**src/rtl/if_fetch_pkg.sv**
```systemverilog
// Shared definitions for the instruction fetch unit: widths, the zero word
// and the fetch FSM state encoding.
package if_fetch_pkg;

    localparam int AddrLen = 32;
    localparam int InstLen = 32;

    localparam logic [InstLen-1:0] ZERO_WORD = '0;

    typedef enum logic [2:0] {
        S_IDLE = 3'd0,
        S_RD0  = 3'd1,
        S_RD1  = 3'd2,
        S_RD2  = 3'd3,
        S_RD3  = 3'd4,
        S_LAST = 3'd5,
        S_OUT  = 3'd6
    } fetch_state_e;

endpackage

```
**src/rtl/if_fetch.sv**
```systemverilog
// Instruction fetch: assembles a 4-byte little-endian instruction from four
// byte reads through the memory arbiter and hands it to IF/ID.
module if_fetch
    import if_fetch_pkg::*;
#(
    parameter int ADDR_LEN = AddrLen,
    parameter int INST_LEN = InstLen
) (
    input  logic                clk,
    input  logic                rst,
    input  logic [ADDR_LEN-1:0] pc_i,
    input  logic                ce_i,
    input  logic                jump_i,
    input  logic                stall_i,
    output logic                mem_rd_o,
    output logic [ADDR_LEN-1:0] mem_addr_o,
    input  logic                mem_grant_i,
    input  logic [7:0]          mem_data_i,
    output logic [INST_LEN-1:0] inst_o,
    output logic [ADDR_LEN-1:0] inst_pc_o,
    output logic                inst_valid_o,
    output logic                stall_req_o
);

    fetch_state_e          r_state;
    fetch_state_e          w_state_nxt;
    logic [ADDR_LEN-1:0]   r_fetch_addr;
    logic [INST_LEN-1:0]   r_buf;
    logic                  r_pend;
    logic [1:0]            r_pend_idx;
    logic                  w_rd;
    logic [1:0]            w_idx;
    logic                  w_release;

    always_ff @(posedge clk or negedge rst) begin
        if (!rst) begin
            r_state <= S_IDLE;
        end else begin
            r_state <= w_state_nxt;
        end
    end

    always_comb begin
        w_state_nxt = r_state;
        case (r_state)
            S_IDLE:  if (ce_i)        w_state_nxt = S_RD0;
            S_RD0:   if (mem_grant_i) w_state_nxt = S_RD1;
            S_RD1:   if (mem_grant_i) w_state_nxt = S_RD2;
            S_RD2:   if (mem_grant_i) w_state_nxt = S_RD3;
            S_RD3:   if (mem_grant_i) w_state_nxt = S_LAST;
            S_LAST:                   w_state_nxt = S_OUT;
            S_OUT:   if (!stall_i)    w_state_nxt = S_IDLE;
            default:                  w_state_nxt = S_IDLE;
        endcase
        // A flush wins over every other transition, including the OUT release.
        if (jump_i) begin
            w_state_nxt = S_IDLE;
        end
    end

    always_comb begin
        w_rd        = 1'b0;
        w_idx       = 2'd0;
        stall_req_o = 1'b1;
        case (r_state)
            S_IDLE: stall_req_o = ce_i;
            S_RD0:  begin w_rd = 1'b1; w_idx = 2'd0; end
            S_RD1:  begin w_rd = 1'b1; w_idx = 2'd1; end
            S_RD2:  begin w_rd = 1'b1; w_idx = 2'd2; end
            S_RD3:  begin w_rd = 1'b1; w_idx = 2'd3; end
            S_OUT:  stall_req_o = stall_i;
            default: stall_req_o = 1'b1;
        endcase
        if (!rst) begin
            stall_req_o = 1'b0;
        end
    end

    assign mem_rd_o   = w_rd;
    assign mem_addr_o = w_rd ? (r_fetch_addr + ADDR_LEN'(w_idx)) : '0;
    assign w_release  = (r_state == S_OUT) && !stall_i && !jump_i;

    // Granted byte arrives one cycle later; r_pend/r_pend_idx remember where it goes.
    always_ff @(posedge clk or negedge rst) begin
        if (!rst) begin
            r_fetch_addr <= '0;
            r_buf        <= ZERO_WORD;
            r_pend       <= 1'b0;
            r_pend_idx   <= 2'd0;
        end else begin
            if ((r_state == S_IDLE) && ce_i && !jump_i) begin
                r_fetch_addr <= pc_i;
            end
            r_pend     <= w_rd && mem_grant_i && !jump_i;
            r_pend_idx <= w_idx;
            if (r_pend) begin
                r_buf[{r_pend_idx, 3'b000} +: 8] <= mem_data_i;
            end
        end
    end

    always_ff @(posedge clk or negedge rst) begin
        if (!rst) begin
            inst_o       <= ZERO_WORD;
            inst_pc_o    <= '0;
            inst_valid_o <= 1'b0;
        end else begin
            inst_valid_o <= w_release;
            if (w_release) begin
                inst_o    <= r_buf;
                inst_pc_o <= r_fetch_addr;
            end
        end
    end

endmodule

```
**config.mk**
```make
export PLATFORM = sky130hd
export DESIGN_NAME = if_fetch
export DESIGN_NICKNAME = d
export VERILOG_FILES = /design/src/rtl/if_fetch_pkg.sv /design/src/rtl/if_fetch.sv
export SDC_FILE = /design/constraint.sdc
export NUM_CORES = 1
export LEC_CHECK = 0
export BUFFER_PORTS_ARGS = -buffer_cell sky130_fd_sc_hd__clkbuf_2
export CAP_MARGIN = 10
export CORE_ASPECT_RATIO = 0.75
export CORE_MARGIN = 2
export CORE_UTILIZATION = 48
export DETAILED_ROUTE_END_ITERATION = 16
export PLACE_DENSITY = 0.76
export SLEW_MARGIN = 20
export SYNTH_ARGS = -nofsm -noshare
export SYNTH_HDL_FRONTEND = slang
export SYNTH_SLANG_ARGS = --single-unit
```
**constraint.sdc**
```tcl
create_clock -name clk -period 3.6 [get_ports clk]
set_input_delay 1.08 -clock clk [delete_from_list [all_inputs] [get_ports clk]]
set_output_delay 1.08 -clock clk [all_outputs]
set_load 0.02 [all_outputs]
```
==> results.md <==
- R2R Path Start: r_state[2]
- # DRC: 0
- Max clock buf depth: 2
- Final period utilization: 111%
- Routed length per instance: 20.1 um
- Crit end category: primary output
- DP Cell Count: 782
- Die area: 13400 um2
- Slew headroom: 42.8%
- Worst Tran Pin Value: 858 ps
- Die Ht: 101 um
- Clock Latency Late Sink: 410 ps
- Setup Crit Path Kind: reg2out
- Hold Path Class: reg2reg
- Static Leakage: 4.04 nW
- Gr usage total: 24.7%
- Most frequent cells in the layout: dfrtp_1 (134), clkbuf_2 (122), mux2_2 (96)
- Drt initial violations: 331
- Mean Syn Cell Area: 12.9 um2
- Hold Vio Cnt, Final: 0
- Finished Cell Area: 8340 um2
- RSZ-0062 raised after global routing: yes
- First-pass GRT wire length: 25.3 mm
- Commonest non-fill, non-tap cell in the layout: dfrtp_1
- Final setup viols: 18
- Worst hold endpoint: r_buf[0]
- Most used DFF post-synth: dfrtp_1
- Initial Utilization: 49.1%
- Setup tns final: -5530 ps
- Clock transition at the registers of the reported paths: 60 ps
- Setup ws final: -401 ps
- Max cap viols: 0
- Slew Limit Fails: 0
- EDFF count, synth: 0
- Failing checks: setup timing
- GP Congestion: 0.876
- Status: complete, but fails checks
- I/O pin count: 145
- DP Worst Slack: -106 ps
- Syn_nets: 519
- Library cells used by synthesis: 43
- Grt total ovfl: 0
- Area Overhead vs Synth: 39.1%
- Final setup skew: 9.71 ps
- Sequential area share after synthesis: 56.3%
- Worst VDD drop: 0.000321 V
- DR pass1 iterations: 5
- Hold wc startpoint: r_buf[0]
- Post-DRT Antenna Nets: 0
- Fin Hold WS: 499 ps
- Placed Area: 7230 um2
- Core Rows: 35
- Synth Instances: 465
- Via/cell ratio: 5.74
- Critical Path Fanout Max: 4
- CP required: 2520 ps
- Port Buffers: 144
- Initial antenna violation count: 0
- Final min period: 4000 ps
- Tot Pwr: 4.25 mW
- WL final: 16.7 mm
- CTS Hold Bufs: 0
- Layout Nets: 706
- Clk root buf: clkbuf_16
- Synthesized cell area: 6000 um2
- Die Wd: 133 um
- Core area: 12200 um2
- Layout cells sized above 1: 57.8%
- Pwr Density: 509 nW/um2
- Worst hold path depth: 1
- Async set-reset flop share out of synthesis: 100%
- Largest net degree at the start of global routing: 72
- Via count of the first global-routing pass: 4791
- # fillers: 816
- Register area: 3380 um2
- CTS tree: built
- Yosys synthesis warning count: 0
- CP Launch Type: flip-flop
- CTS Buf Count: 17
- Htree depth: 4
- FMAX: 0.250 GHz
- Ant diodes: 0
- Fin cells: 830
- Area occupied by multi-input gates: 2920 um2
- CP arrival: 2920 ps
- Final core occ: 68.3%
- Reg2Reg Depth: 6
- Detailed-placement wirelength estimate: 10.7 mm
- Via Count: 4767
- R2r setup slk: 1360 ps
- RR Endpoint: inst_pc_o[20]
- # clock sinks: 135
- Flops & latches, synth: 135
[power breakdown]
| part | internal (mW) | total (mW) | switching [mW] |
|---|---|---|---|
| clock network | 0.932 | 1.58 | 0.653 |
| registers | 1.65 | 1.86 | 0.211 |
| logic | 0.381 | 0.803 | 0.423 |
| total | 2.96 | 4.25 | 1.29 |
[critical path: stages (launching register included)]
cell	delay [ps]
dfrtp_1	410
nand2b_4	180
a21oi_4	200
ha_4	180
fa_2	230
buf_6	120
nand3_2	60
or4_4	460
or3_4	350
a21oi_2	150
clkbuf_8	160
[Yosys cell counts (3+ instances only)]
| cell | n | area share (%) |
|---|---|---|
| dfrtp_1 | 135 | 56 |
| mux2_2 | 96 | 18 |
| a22o_1 | 32 | 4.7 |
| a21oi_1 | 19 | 1.6 |
| clkbuf_1 | 18 | 1.1 |
| nand2_1 | 15 | 0.94 |
| nor2_1 | 13 | 0.81 |
| or4_1 | 13 | 1.6 |
| inv_1 | 11 | 0.69 |
| o31ai_1 | 11 | 1.4 |
| or3_1 | 10 | 1.0 |
| xnor2_1 | 10 | 1.5 |
| nand3_1 | 9 | 0.75 |
| nor4_1 | 9 | 0.94 |
| o21ai_0 | 9 | 0.75 |
| ha_1 | 7 | 1.5 |
| nor3_1 | 5 | 0.42 |
| nand4_1 | 4 | 0.42 |
| o21a_1 | 4 | 0.50 |
| buf_1 | 3 | 0.19 |
[area by class of cell]
type / instances / area share (%)
well taps: 166 / 2.49
inverters: 11 / 0.495
clock inverters: 10 / 0.885
flip-flops and latches: 135 / 40.5
multi-input cells: 297 / 35.0
repair buffers: 190 / 15.0
clock buffers: 21 / 5.64
[how the worst max path moves through the flow]
stage	from	end
3_3_place_gp	r_state[1]	mem_addr_o[28]
4_1_cts	r_state[1]	mem_addr_o[26]
2_1_floorplan	r_state[2]	mem_addr_o[26]
5_1_grt	r_state[1]	mem_addr_o[18]
3_5_place_dp	r_state[1]	mem_addr_o[26]
6_report	r_state[1]	mem_addr_o[18]
[logic make-up after synthesis]
kind of cell / Yosys count / synth area share, %
and+or+nand+nor: 97 / 9.72
AOI/OAI and AO/OA: 81 / 9.75
xor gates and xnor gates: 12 / 1.75
muxes: 98 / 18.4
buffers and inverters: 34 / 2.27
DFF: 135 / 56.3
adders and majority gates: 8 / 1.79
[registers in the layout (all words and copies together), names as in the netlist]
signal and cells:
r_buf 32, r_fetch_addr 32, r_pend_idx 2, inst_pc_o 32, r_pend 1, r_state 3, inst_o 32, inst_valid_o 1
[per-layer routing]
layer / wire, um / global-route usage [%] / share of wire [%]
met1: 7160 / 33.8 / 43
met2: 8020 / 38.1 / 48
met3: 1040 / 5.93 / 6.2
met4: 501 / 10.3 / 3.0
met5: 0 / 0 / 0
[what timing repair did]
| item | CTS | global route |
|---|---|---|
| gates cloned | 0 | 1 |
| gates resized for setup | 65 | 39 |
| pin swaps | 16 | 10 |
| buffers inserted | 11 | 5 |
| endpoints found under the setup margin | 20 | 29 |
| endpoints found under the hold margin | 0 | 0 |
Power figures use the tool's default switching activity.
